### src/rtl/lc4_wb_buffer_ss.sv
// ---------------------------------------------------------------------------
// lc4_wb_buffer_ss
// Write-back buffer between a two-wide pipeline (pipes A and B) and a
// dual-write register file. Results are queued in program order (A before B)
// and drained up to two per cycle: the oldest entry on port A and the
// second-oldest on port B. The register file gives port B priority on a
// same-register collision, so the younger value wins.
//
// Ports
//   clk, rst (sync, active-low), gwe (global write enable: gates every
//   state change, reset included)
//   i_enq_valid_A/B, i_enq_rd_A/B, i_enq_data_A/B : results to enqueue
//   o_enq_ready                                   : two free slots this cycle
//   i_wb_en                                       : register file may be written
//   o_rd_A/o_wdata_A/o_rd_we_A                    : write port A (head entry)
//   o_rd_B/o_wdata_B/o_rd_we_B                    : write port B (head+1 entry)
//   i_lookup_rs, o_lookup_hit, o_lookup_data      : youngest pending value
//   o_count                                       : occupied entries
//
// Handshake: a result is accepted on a posedge where gwe=1, rst=1,
// o_enq_ready=1 and its valid is high. o_enq_ready depends only on the
// registered count, so the producer holds its valids until it sees ready.
// ---------------------------------------------------------------------------
module lc4_wb_buffer_ss #(
  parameter int n     = 16,
  parameter int DEPTH = 4
) (
  input  logic                     clk,
  input  logic                     rst,
  input  logic                     gwe,
  input  logic                     i_enq_valid_A,
  input  logic                     i_enq_valid_B,
  input  logic [2:0]               i_enq_rd_A,
  input  logic [2:0]               i_enq_rd_B,
  input  logic [n-1:0]             i_enq_data_A,
  input  logic [n-1:0]             i_enq_data_B,
  output logic                     o_enq_ready,
  input  logic                     i_wb_en,
  output logic [2:0]               o_rd_A,
  output logic [n-1:0]             o_wdata_A,
  output logic                     o_rd_we_A,
  output logic [2:0]               o_rd_B,
  output logic [n-1:0]             o_wdata_B,
  output logic                     o_rd_we_B,
  input  logic [2:0]               i_lookup_rs,
  output logic                     o_lookup_hit,
  output logic [n-1:0]             o_lookup_data,
  output logic [$clog2(DEPTH):0]   o_count
);

  localparam int AW = $clog2(DEPTH);
  localparam int CW = AW + 1;

  logic [2:0]    rd_mem   [DEPTH];
  logic [n-1:0]  data_mem [DEPTH];
  logic [AW-1:0] head;
  logic [AW-1:0] tail;
  logic [CW-1:0] count;

  logic [CW-1:0] enq_n;
  logic [CW-1:0] deq_n;
  logic [AW-1:0] head_p1;
  logic [AW-1:0] tail_b;
  logic          enq_ready;

  assign enq_ready = (count <= CW'(DEPTH - 2));
  assign head_p1   = head + AW'(1);
  // B lands right after A, or at the tail itself when A is absent.
  assign tail_b    = i_enq_valid_A ? (tail + AW'(1)) : tail;

  always_comb begin
    enq_n = '0;
    if (enq_ready)
      enq_n = CW'(i_enq_valid_A) + CW'(i_enq_valid_B);
  end

  always_comb begin
    deq_n = '0;
    if (i_wb_en)
      deq_n = (count >= CW'(2)) ? CW'(2) : count;
  end

  // DEPTH is a power of two, so the low AW bits of the step give the
  // modulo-DEPTH pointer advance (a step of 2 with DEPTH=2 wraps to 0).
  always_ff @(posedge clk) begin
    if (gwe) begin
      if (!rst) begin
        head  <= '0;
        tail  <= '0;
        count <= '0;
      end else begin
        if (enq_ready && i_enq_valid_A) begin
          rd_mem[tail]   <= i_enq_rd_A;
          data_mem[tail] <= i_enq_data_A;
        end
        if (enq_ready && i_enq_valid_B) begin
          rd_mem[tail_b]   <= i_enq_rd_B;
          data_mem[tail_b] <= i_enq_data_B;
        end
        head  <= head + deq_n[AW-1:0];
        tail  <= tail + enq_n[AW-1:0];
        count <= count + enq_n - deq_n;
      end
    end
  end

  assign o_enq_ready = enq_ready;
  assign o_count     = count;
  assign o_rd_A      = rd_mem[head];
  assign o_wdata_A   = data_mem[head];
  assign o_rd_we_A   = i_wb_en & (count != '0);
  assign o_rd_B      = rd_mem[head_p1];
  assign o_wdata_B   = data_mem[head_p1];
  assign o_rd_we_B   = i_wb_en & (count >= CW'(2));

  // Walk occupied entries oldest to youngest; the last match is the youngest.
  logic [AW-1:0] lk_idx;
  always_comb begin
    o_lookup_hit  = 1'b0;
    o_lookup_data = '0;
    lk_idx        = head;
    for (int i = 0; i < DEPTH; i++) begin
      lk_idx = head + AW'(i);
      if ((CW'(i) < count) && (rd_mem[lk_idx] == i_lookup_rs)) begin
        o_lookup_hit  = 1'b1;
        o_lookup_data = data_mem[lk_idx];
      end
    end
  end

endmodule
### config.mk
export PLATFORM = sky130hd
export DESIGN_NAME = lc4_wb_buffer_ss
export DESIGN_NICKNAME = d
export VERILOG_FILES = /design/src/rtl/lc4_wb_buffer_ss.sv
export SDC_FILE = /design/constraint.sdc
export NUM_CORES = 1
export LEC_CHECK = 0
export ABC_AREA = 0
export CORE_MARGIN = 10
export CORE_UTILIZATION = 55
export CTS_CLUSTER_SIZE = 25
export DETAILED_ROUTE_END_ITERATION = 10
export GPL_ROUTABILITY_DRIVEN = 0
export HOLD_SLACK_MARGIN = 0.06
export PLACE_DENSITY = 0.82
export REMOVE_ABC_BUFFERS = 1
export SYNTH_ARGS = -nofsm -noshare
export SYNTH_HDL_FRONTEND = slang
export SYNTH_SLANG_ARGS = --single-unit
### constraint.sdc
create_clock -name clk -period 4 [get_ports clk]
set_input_delay 1 -clock clk [delete_from_list [all_inputs] [get_ports clk]]
set_output_delay 1 -clock clk [all_outputs]
set_load 0.05 [all_outputs]
==> results.toml, run 1 <==
[floorplanning]
die_area_mm2 = 0.0165
dieWidth_um = 128
die_h_um = 128
row_count = 39
ios = 108
core_mm2 = 0.0115
start_util = 0.562

[power_and_ir_drop]
power_switching_share = 0.369
seqPwrFrac = 0.323
clkPwrFrac = 0.251
switching_power_w = 0.00121
vdd_drop_max_mv = 0.248
p_per_area_mw_per_mm2 = 387
intPower_w = 0.00207
p_comb_frac = 0.426
p_leak_nw = 3.11

[timing]
fin_tns_setup_ps = -546
hold_ws_ps = 706
finalHoldViolations = 0
grt_setup_unrepaired = "yes"
setup_viol = 11
maxSlewViolCount = 0
layout_setup_ws_ps = -127
skew_ps = 3.48
timing.final.crit_share = 1.03
worst_slew_pin_slew_ps = 937
period_needed_ps = 4130
slew_headroom = 0.375
timing.fmax_mhz = 242

[clock_network]
cts_root_buf = "clkbuf_16"
cts_tree = "built"
cts.hold.buffers_added = 0
ctsLongestPathBuffers = 2
cts_buffers = 9
htree_levels = 3
clkLatencyLatePin_ps = 350
cts.clk_slew.worst_paths_ps = 60
cts.sinks = 85

[routing]
wl_um = 20600
ant_nets = 0
drt-initial-drc-count = 630
dr_total_vias = 5516
drt_first_pass_iters = 5
vias_per_cell = 6.55
avgRoutedWirePerCell_um = 24.5
drc = 0

[cells_and_area]
fin_nets = 752
drive_gt1_frac = 0.337
final_area_mm2 = 0.00849
fillers = 733
area_delta_synth_final_pct = 31.7

[placed_design]
place_ws_ps = -91.9
portBuffers = 107
placed_area_mm2 = 0.00779
hpwl_um = 12300

[synthesis]
syn_avg_cell_area_um2 = 11.5
synth.yosys.warnings = 0
synthArstFlopShare = 0
synth_top_family_by_area = "multiplexers"
ys.flop_type = "edfxtp_1"
syn_area_mm2 = 0.00645
synth_top_area_share = 0.387
synthMuxAreaShare = 0.319
synth-adder-area-share = 0.0225
synth_area_leaders = "edfxtp_1 39%, mux2_2 17%, mux4_2 7.7%"
syn_inst = 562
synthTopCellsByCount = "96 x mux2_2, 83 x edfxtp_1, 48 x o21ai_0"
synth-compound-area-share = 0.116
yosysUniqueCellTypes = 45
synth.most_common_cell = "mux2_2"
synth_top_area_cell = "edfxtp_1"
synth_xor_area_frac = 0.0231
synth_enable_flop_cells = 83
synth-simple-area-share = 0.0840
ys_ff_latch = 85
yosysSeqAreaShare = 0.393

[global_route]
antenna_found_initial = 1
grt_use_total = 0.217
grt_max_degree = 66
grt_pass1_vias = 5392
grt_overflow = 0
grt_pass1_wl_um = 28200

[hold_path]
hold_start = "head[1]"
min_path_type = "reg -> reg"

[worst_setup_path]
worstSetupStartpointType = "flop"
arrival_ps = 3130
crit_start = "head[0]"
worstSetupEndpointType = "output pin"
path_max_fanout = 16
crit-reg2reg-launch = "o_count[2]"
critical_path_class = "reg -> out"
worstPathRequired_ps = 3000

[outcome]
violations = "negative setup slack"
outcome = "complete, but fails checks"

[flow_run]
cap_violations = 0
## layer usage
layer,part of all wire,global-route usage,up-vias
met5,0,0,-
met4,0.035,0.0927,0
met3,0.093,0.0542,68
met2,0.52,0.386,366
met1,0.36,0.240,2663
li1,-,-,2419
## cell families after synthesis
family / count (synthesis)
flops: 85
simple gates: 102
mux: 156
fa+ha+maj: 11
buf+inv: 57
xor+xnor: 17
compound gates: 134
## power groups by stage
stage                     registers [W]  clock network, W  logic (W)
after floorplan                 0.00112                 0   0.000751
after global placement          0.00108                 0    0.00122
after detailed placement        0.00108                 0    0.00125
after CTS                       0.00106          0.000812    0.00127
after global routing            0.00106          0.000847    0.00146
final                           0.00106          0.000825    0.00140
## through the flow
stage                util  total power, W  cells
floorplan               -         0.00187    517
global placement    0.680         0.00230    802
detailed placement  0.680         0.00233    802
CTS                 0.710         0.00314    825
global route        0.741         0.00337    842
finish              0.741         0.00328    842
## cells in the final DEF, fill, tap and decap left out, types with 4 or more instances in the layout
master           netlist  final
a211oi_1              14     13
mux4_2                22     25
o21a_1                 4      4
buf_12                 0      8
buf_4                  4     50
a21oi_1               30     30
nor3_1                 5      5
and2_1                 7      7
a31oi_1               15     15
xnor2_1               11      8
mux2_2                96     96
inv_1                 11     11
nor2_1                17     17
buf_6                  2     14
o21ai_2                0      7
o21ai_1               16     27
mux2i_1               32     32
o21ai_0               48     30
edfxtp_1              83     83
ha_1                  10     10
clkdlybuf4s50_1        0     86
nand2_1               31     30
clkbuf_16              0     11
nor2b_1               28     28
## path summary, 6_finish.rpt
| check | endpoint | slack (ps) | cells past startpoint |
|---|---|---|---|
| setup reg to reg | o_count[2] | 530 | 9 |
| setup / recovery | o_lookup_data[4] | -130 | 10 |
| hold / removal | flop | 710 | 2 |
| hold reg to reg | flop | 710 | 2 |
## flip-flops by register name (all words and copies together), names as in the netlist, named ones only
name / cells
data_mem: 64
o_count: 3
rd_mem: 12
head: 2
tail: 2
## cell type report
class,count,area (um^2),share of cell area
sequential,85,2530,0.298
tap,143,179,0.0211
inverter,12,45.0,0.00530
antenna,1,2.50,0.000295
clock inverter,5,52.6,0.00619
multi-input combinational,422,3790,0.447
timing repair buffer,164,1660,0.195
clock buffer,10,229,0.0270
## critical path, stage by stage, from the launching register on
cell       delay, ps
edfxtp_1         470
buf_6            150
mux4_1           650
xnor2_2          290
o2111ai_4        230
buf_4            210
clkbuf_16        180
a31oi_1          190
o22ai_1          110
buf_4            160
buf_12           140
## what timing repair did
| item | 4_1_cts | 5_1_grt |
|---|---|---|
| buffers inserted | 8 | 12 |
| pin swaps | 1 | 6 |
| resized for setup | 1 | 57 |
| cloned | 0 | 4 |
| setup endpoints to repair | 17 | 14 |
No activity file was read; power rests on OpenSTA's default activity.
==> inputs of run 2 (changes only) <==
Settings changed: PLACE_DENSITY 0.82 to 0.84.
==> run 2 against run 1 <==
The run now ends clean. Largest power group unchanged. Non-clock buffer count fell by 11. Via count down 3.7%. Cell count shrank 1.5%. Largest cell class unchanged. Highest routed layer unchanged. Worst setup slack better by 140 ps.
==> results.toml, run 2 (synthesis gave the netlist of run 1 again) <==
[worst_setup_path]
worstSetupEndpointType = "output pin"
worstPathRequired_ps = 3000
crit-reg2reg-launch = "o_count[2]"
arrival_ps = 2980
crit_chain = "buf_6 -> mux4_2 -> xor2_1 -> or4_4 -> buf_4 -> o21ai_0 -> a31oi_1 -> o22ai_1 -> buf_4 -> buf_12"
r2r_end = "o_count[2]"
critical_path.max_stage_delay_ps = 610
worstSetupStartpointType = "flop"
crit_top_cell = "buf_4"
critical_path_class = "reg -> out"
r2r_slack_ps = 1060
crit_family = "buffers and inverters"
rr_worst_depth = 9
crit_slowest_cell = "or4_4"
worst-path-buf-inv = 4
path_max_fanout = 8

[timing]
layout_setup_ws_ps = 17.1
maxSlewViolCount = 0
timing.fmax_mhz = 251
setup_viol = 0
timing.final.crit_share = 0.996
finalHoldViolations = 0
period_needed_ps = 3980
skew_ps = 6.64
slew_headroom = 0.641
worst_slew_pin_slew_ps = 534
grt_setup_unrepaired = "yes"

[cells_and_area]
largest_register_ffs = 64
drive_gt1_frac = 0.315
final_cell_mix = "96 x mux2_2, 83 x edfxtp_1, 82 x clkdlybuf4s50_1, 53 x buf_4, 37 x o21ai_0"
layout_commonest_cell = "mux2_2"
n_antenna_cell = 0
area_delta_synth_final_pct = 28.3
largest_register = "data_mem"
fin_nets = 739
fin_util = 0.721

[clock_network]
cts_root_buf = "clkbuf_16"
cts.clk_slew.worst_paths_ps = 60
cts.sinks = 85
clkLatencyLatePin_ps = 340
cts_tree = "built"
ctsLongestPathBuffers = 2
htree_levels = 3
cts_buffers = 9

[hold_path]
hold_start = "o_count[0]"
min_path_type = "reg -> reg"
hold_path_end = "o_count[0]"
min_path_cells = 2

[floorplanning]
ios = 108
dieWidth_um = 128
row_count = 39
die_h_um = 128
die_area_mm2 = 0.0165
start_util = 0.562
core_mm2 = 0.0115

[routing]
drt_first_pass_iters = 5
dr_total_vias = 5314
ant_nets = 0
drc = 0
vias_per_cell = 6.41
avgRoutedWirePerCell_um = 22.4
wl_um = 18500
drt-initial-drc-count = 349

[power_and_ir_drop]
seqPwrFrac = 0.324
vdd_drop_max_mv = 0.235
clkPwrFrac = 0.274
power_switching_share = 0.357
intPower_w = 0.00210
p_leak_nw = 3.03
p_per_area_mw_per_mm2 = 394
p_comb_frac = 0.403
switching_power_w = 0.00116

[global_route]
grt_pass1_vias = 5429
grt_overflow = 0
antenna_found_initial = 0
grt_max_degree = 68
grt_pass1_wl_um = 28000
grt_use_total = 0.216

[outcome]
outcome = "completed"

[placed_design]
portBuffers = 107
place_ws_ps = 15.0
hpwl_um = 13000

[flow_run]
cap_violations = 0
[run 2: cell types whose count changed in the layout (fill, tap and decap cells not counted), sizes merged]
cell / before / now
diode: 1 / 0
buf: 73 / 70
inv: 11 / 12
clkdlybuf4s50: 86 / 82
clkbuf: 12 / 10
bufinv: 1 / 2
clkinv: 4 / 3
dlymetal6s2s: 3 / 1
or4: 3 / 1
[run 2: tightest hold or removal path: stages (launching register included)]
cell	delay (ps)
edfxtp_1	450
ha_1	170
and2_1	140
[run 2: how the worst max path moves through the flow]
stage	from	to	slack, ps	depth (start not counted)
finish	head[0]	o_lookup_data[7]	20	10
global route	head[0]	o_lookup_data[0]	-80	8
CTS	i_lookup_rs[0]	o_lookup_data[4]	10	8
detailed placement	i_lookup_rs[0]	o_lookup_data[4]	20	8
global placement	i_lookup_rs[0]	o_lookup_data[4]	40	8
floorplan	head[1]	o_lookup_data[0]	-2640	6
[run 2: stage by stage]
step                      instance area (um^2)  cells  hold WS (ps)  TNS (ps)  power [W]
final                                     8270    829           877         0    0.00326
after global routing                      8270    829           923      -250    0.00336
after CTS                                 8180    826           880         0    0.00323
after detailed placement                  7840    807           788         0    0.00234
after global placement                    7840    807           752         0    0.00231
after floorplan                           6220    517           810    -61460    0.00187
[run 2: area by class of cell]
class                      count  area, um^2
multi-input combinational    420        3690
fill                         792        3190
sequential                    85        2530
timing repair buffer         153        1510
clock buffer                  10         229
tap                          143         179
clock inverter                 6        86.3
inverter                      12        45.0
[run 2: per-layer routing]
metal | global-route usage | part of all wire | vias up
met5 | 0 | 0 | -
met4 | 0.105 | 0.027 | 0
met3 | 0.0339 | 0.068 | 44
met2 | 0.387 | 0.53 | 247
met1 | 0.244 | 0.37 | 2620
li1 | - | - | 2403
[run 2: timing repair]
item / in CTS / in global routing
hold buffers: 0 / 0
buffers inserted: 3 / 3
pin swaps: 0 / 2
gates resized for setup: 0 / 21
endpoints found under the setup margin: 11 / 16
[run 2: power by group through the flow]
stage	Combinational, W	Sequential, W	Clock (W)
after floorplan	0.000751	0.00112	0
after global placement	0.00123	0.00107	0
after detailed placement	0.00126	0.00108	0
after CTS	0.00128	0.00106	0.000895
after global routing	0.00138	0.00106	0.000927
final	0.00131	0.00106	0.000892
==> inputs of run 3 (changes only) <==
Settings changed: ABC_AREA 0 to 1, PLACE_DENSITY 0.84 to 0.83.
==> run 3 against run 2 <==
Clock-buffer cell count did not move. Largest cell class unchanged. Clock power fell by 15%. Largest power group unchanged. Non-clock buffer count fell by 9. Critical endpoint is now o_lookup_data[2]. Worst setup slack improved by 78 ps. Design area rose by 6.7%.
==> results.toml, run 3 <==
[outcome]
outcome = "completed"

[power_and_ir_drop]
vdd_drop_max_mv = 0.255
p_leak_nw = 4.17
p_per_area_mw_per_mm2 = 404
design_power_total_w = 0.00357

[routing]
wl_um = 22400
drt-initial-drc-count = 982
vias_per_cell = 5.79
dr_total_vias = 7553
avgRoutedWirePerCell_um = 17.2
drc = 0
ant_nets = 0
drt_first_pass_iters = 7

[synthesis]
synth_top_area_share = 0.361
synth_enable_flop_cells = 83
ys_ff_latch = 85
synth_area_leaders = "edfxtp_1 36%, nand2_1 22%, o21ai_0 9.5%"
synthArstFlopShare = 0
synthTopCellsByCount = "412 x nand2_1, 131 x o21ai_0, 89 x nand3_1"
synth.yosys.warnings = 0
syn_inst = 1036
ys.flop_type = "edfxtp_1"
synth_top_area_cell = "edfxtp_1"
yosysUniqueCellTypes = 36
yosysSeqAreaShare = 0.367
syn_avg_cell_area_um2 = 6.66
synth.most_common_cell = "nand2_1"
syn_area_mm2 = 0.00690

[worst_setup_path]
worstSetupEndpointType = "output pin"
worst-path-buf-inv = 3
worstPathRequired_ps = 3000
worstSetupStartpointType = "primary input"
critical_path_depth = 10
crit_slowest_cell = "clkdlybuf4s50_1"
path_max_fanout = 17
critical_path.max_stage_delay_ps = 420
arrival_ps = 2910
crit_family = "simple AND/OR/NAND/NOR gates"
critical_path_class = "in -> out"
crit_chain = "clkdlybuf4s50_1 -> buf_4 -> nand3_1 -> nand2_1 -> nor2_8 -> nand2_4 -> nand2_1 -> nand3_1 -> a21oi_2 -> buf_12"
rr_worst_depth = 4

[global_route]
grt_max_degree = 39
grt_pass1_vias = 6947
grt_overflow = 0
grt_use_total = 0.246
grt_pass1_wl_um = 35100
antenna_found_initial = 0

[timing]
timing.final.crit_share = 0.976
period_needed_ps = 3910
fin_tns_setup_ps = 0
setup_viol = 0
worst_slew_pin_slew_ps = 1050
timing.fmax_mhz = 256
slew_headroom = 0.302
skew_ps = 6.94
finalHoldViolations = 0
maxSlewViolCount = 0

[flow_run]
cap_violations = 0

[hold_path]
min_path_type = "reg -> reg"
min_path_cells = 3

[clock_network]
cts_tree = "built"
cts_buffers = 9
ctsLongestPathBuffers = 2
htree_levels = 3
clkLatencyLatePin_ps = 350
cts.sinks = 85
cts.clk_slew.worst_paths_ps = 60
cts_root_buf = "clkbuf_16"

[floorplanning]
die_area_mm2 = 0.0174
start_util = 0.567
die_h_um = 132
dieWidth_um = 132
row_count = 40
ios = 108
core_mm2 = 0.0122

[cells_and_area]
final_cell_mix = "412 x nand2_1, 127 x o21ai_0, 89 x nand3_1, 84 x inv_1, 83 x edfxtp_1"
largest_register_ffs = 64
largest_register = "data_mem"
drive_gt1_frac = 0.110
fin_nets = 1189
layout_commonest_cell = "nand2_1"
area_delta_synth_final_pct = 27.9
n_antenna_cell = 0

[placed_design]
hpwl_um = 15500
portBuffers = 107
==> run 3: cell types whose count changed in the layout (fill, tap and decap cells not counted), moves of 15 or more <==
cell | before | now
inv_1 | 11 | 84
o21ai_1 | 22 | 2
mux2i_1 | 32 | 1
buf_4 | 53 | 38
nor2_1 | 17 | 62
mux2_2 | 96 | 0
o21ai_0 | 37 | 127
nand3_1 | 1 | 89
buf_12 | 10 | 38
clkdlybuf4s50_1 | 82 | 67
a31oi_1 | 15 | 0
nand2_1 | 31 | 412
nor2b_1 | 28 | 0
mux4_2 | 22 | 0
==> run 3: power by group <==
group | total, W | internal (W) | switching (W)
sequential | 0.00105 | 0.00102 | 0.0000305
clock | 0.000754 | 0.000413 | 0.000341
combinational | 0.00176 | 0.000646 | 0.00112
total | 0.00357 | 0.00208 | 0.00149
==> run 3: path summary, 6_finish.rpt <==
check	startpoint	to	slack [ps]
min	o_count[0]	o_count[0]	790
max	i_lookup_rs[0]	o_lookup_data[2]	90
max reg2reg	o_count[2]	data_mem[2][13]	1290
min reg2reg	o_count[0]	o_count[0]	790
==> run 3: kinds of logic (layout without fill, tap and decap cells) <==
kind of cell    Yosys count  count (layout)  synth area share
xor+xnor                  5               5           0.00635
compound gates          193             193             0.155
fa+ha+maj                11              11            0.0210
simple gates            593             593             0.357
buf+inv                 148             248            0.0916
flops                    85              85             0.367
mux                       1               1           0.00145
==> run 3: layer usage <==
layer / track usage / wire, um
met2: 0.410 / 10700
met3: 0.0671 / 2800
met4: 0.112 / 1030
met1: 0.288 / 7830
met5: 0 / 0
==> run 3: timing repair <==
action / CTS / global route
setup buffers: 0 / 2
endpoints found under the setup margin: 0 / 17
gates resized for setup: 0 / 6
hold buffers: 0 / 0
==> run 3: area by class of cell <==
cell class                 instances  area [um^2]
clock inverter                     6         30.0
fill                             956         3340
multi-input combinational        803         3760
timing repair buffer             144         1730
inverter                          88          333
clock buffer                      10          229
tap                              168          210
sequential                        85         2530
==> run 3: tightest hold or removal path, stage by stage, from the launching register on <==
cell and delay [ps]:
edfxtp_1 420, ha_1 170, nand2_1 60, inv_1 40
==> run 3: stage by stage <==
step / cells / setup slack, ps / hold slack (ps) / cell area, um^2 / utilization
2_1_floorplan: 976 / -1150 / 729 / 6600 / -
3_3_place_gp: 1286 / 100 / 740 / 8530 / 0.702
3_5_place_dp: 1286 / 63.7 / 777 / 8530 / 0.702
4_1_cts: 1302 / 0.855 / 794 / 8790 / 0.723
5_1_grt: 1304 / -11.9 / 854 / 8820 / 0.726
6_report: 1304 / 94.9 / 789 / 8820 / 0.726
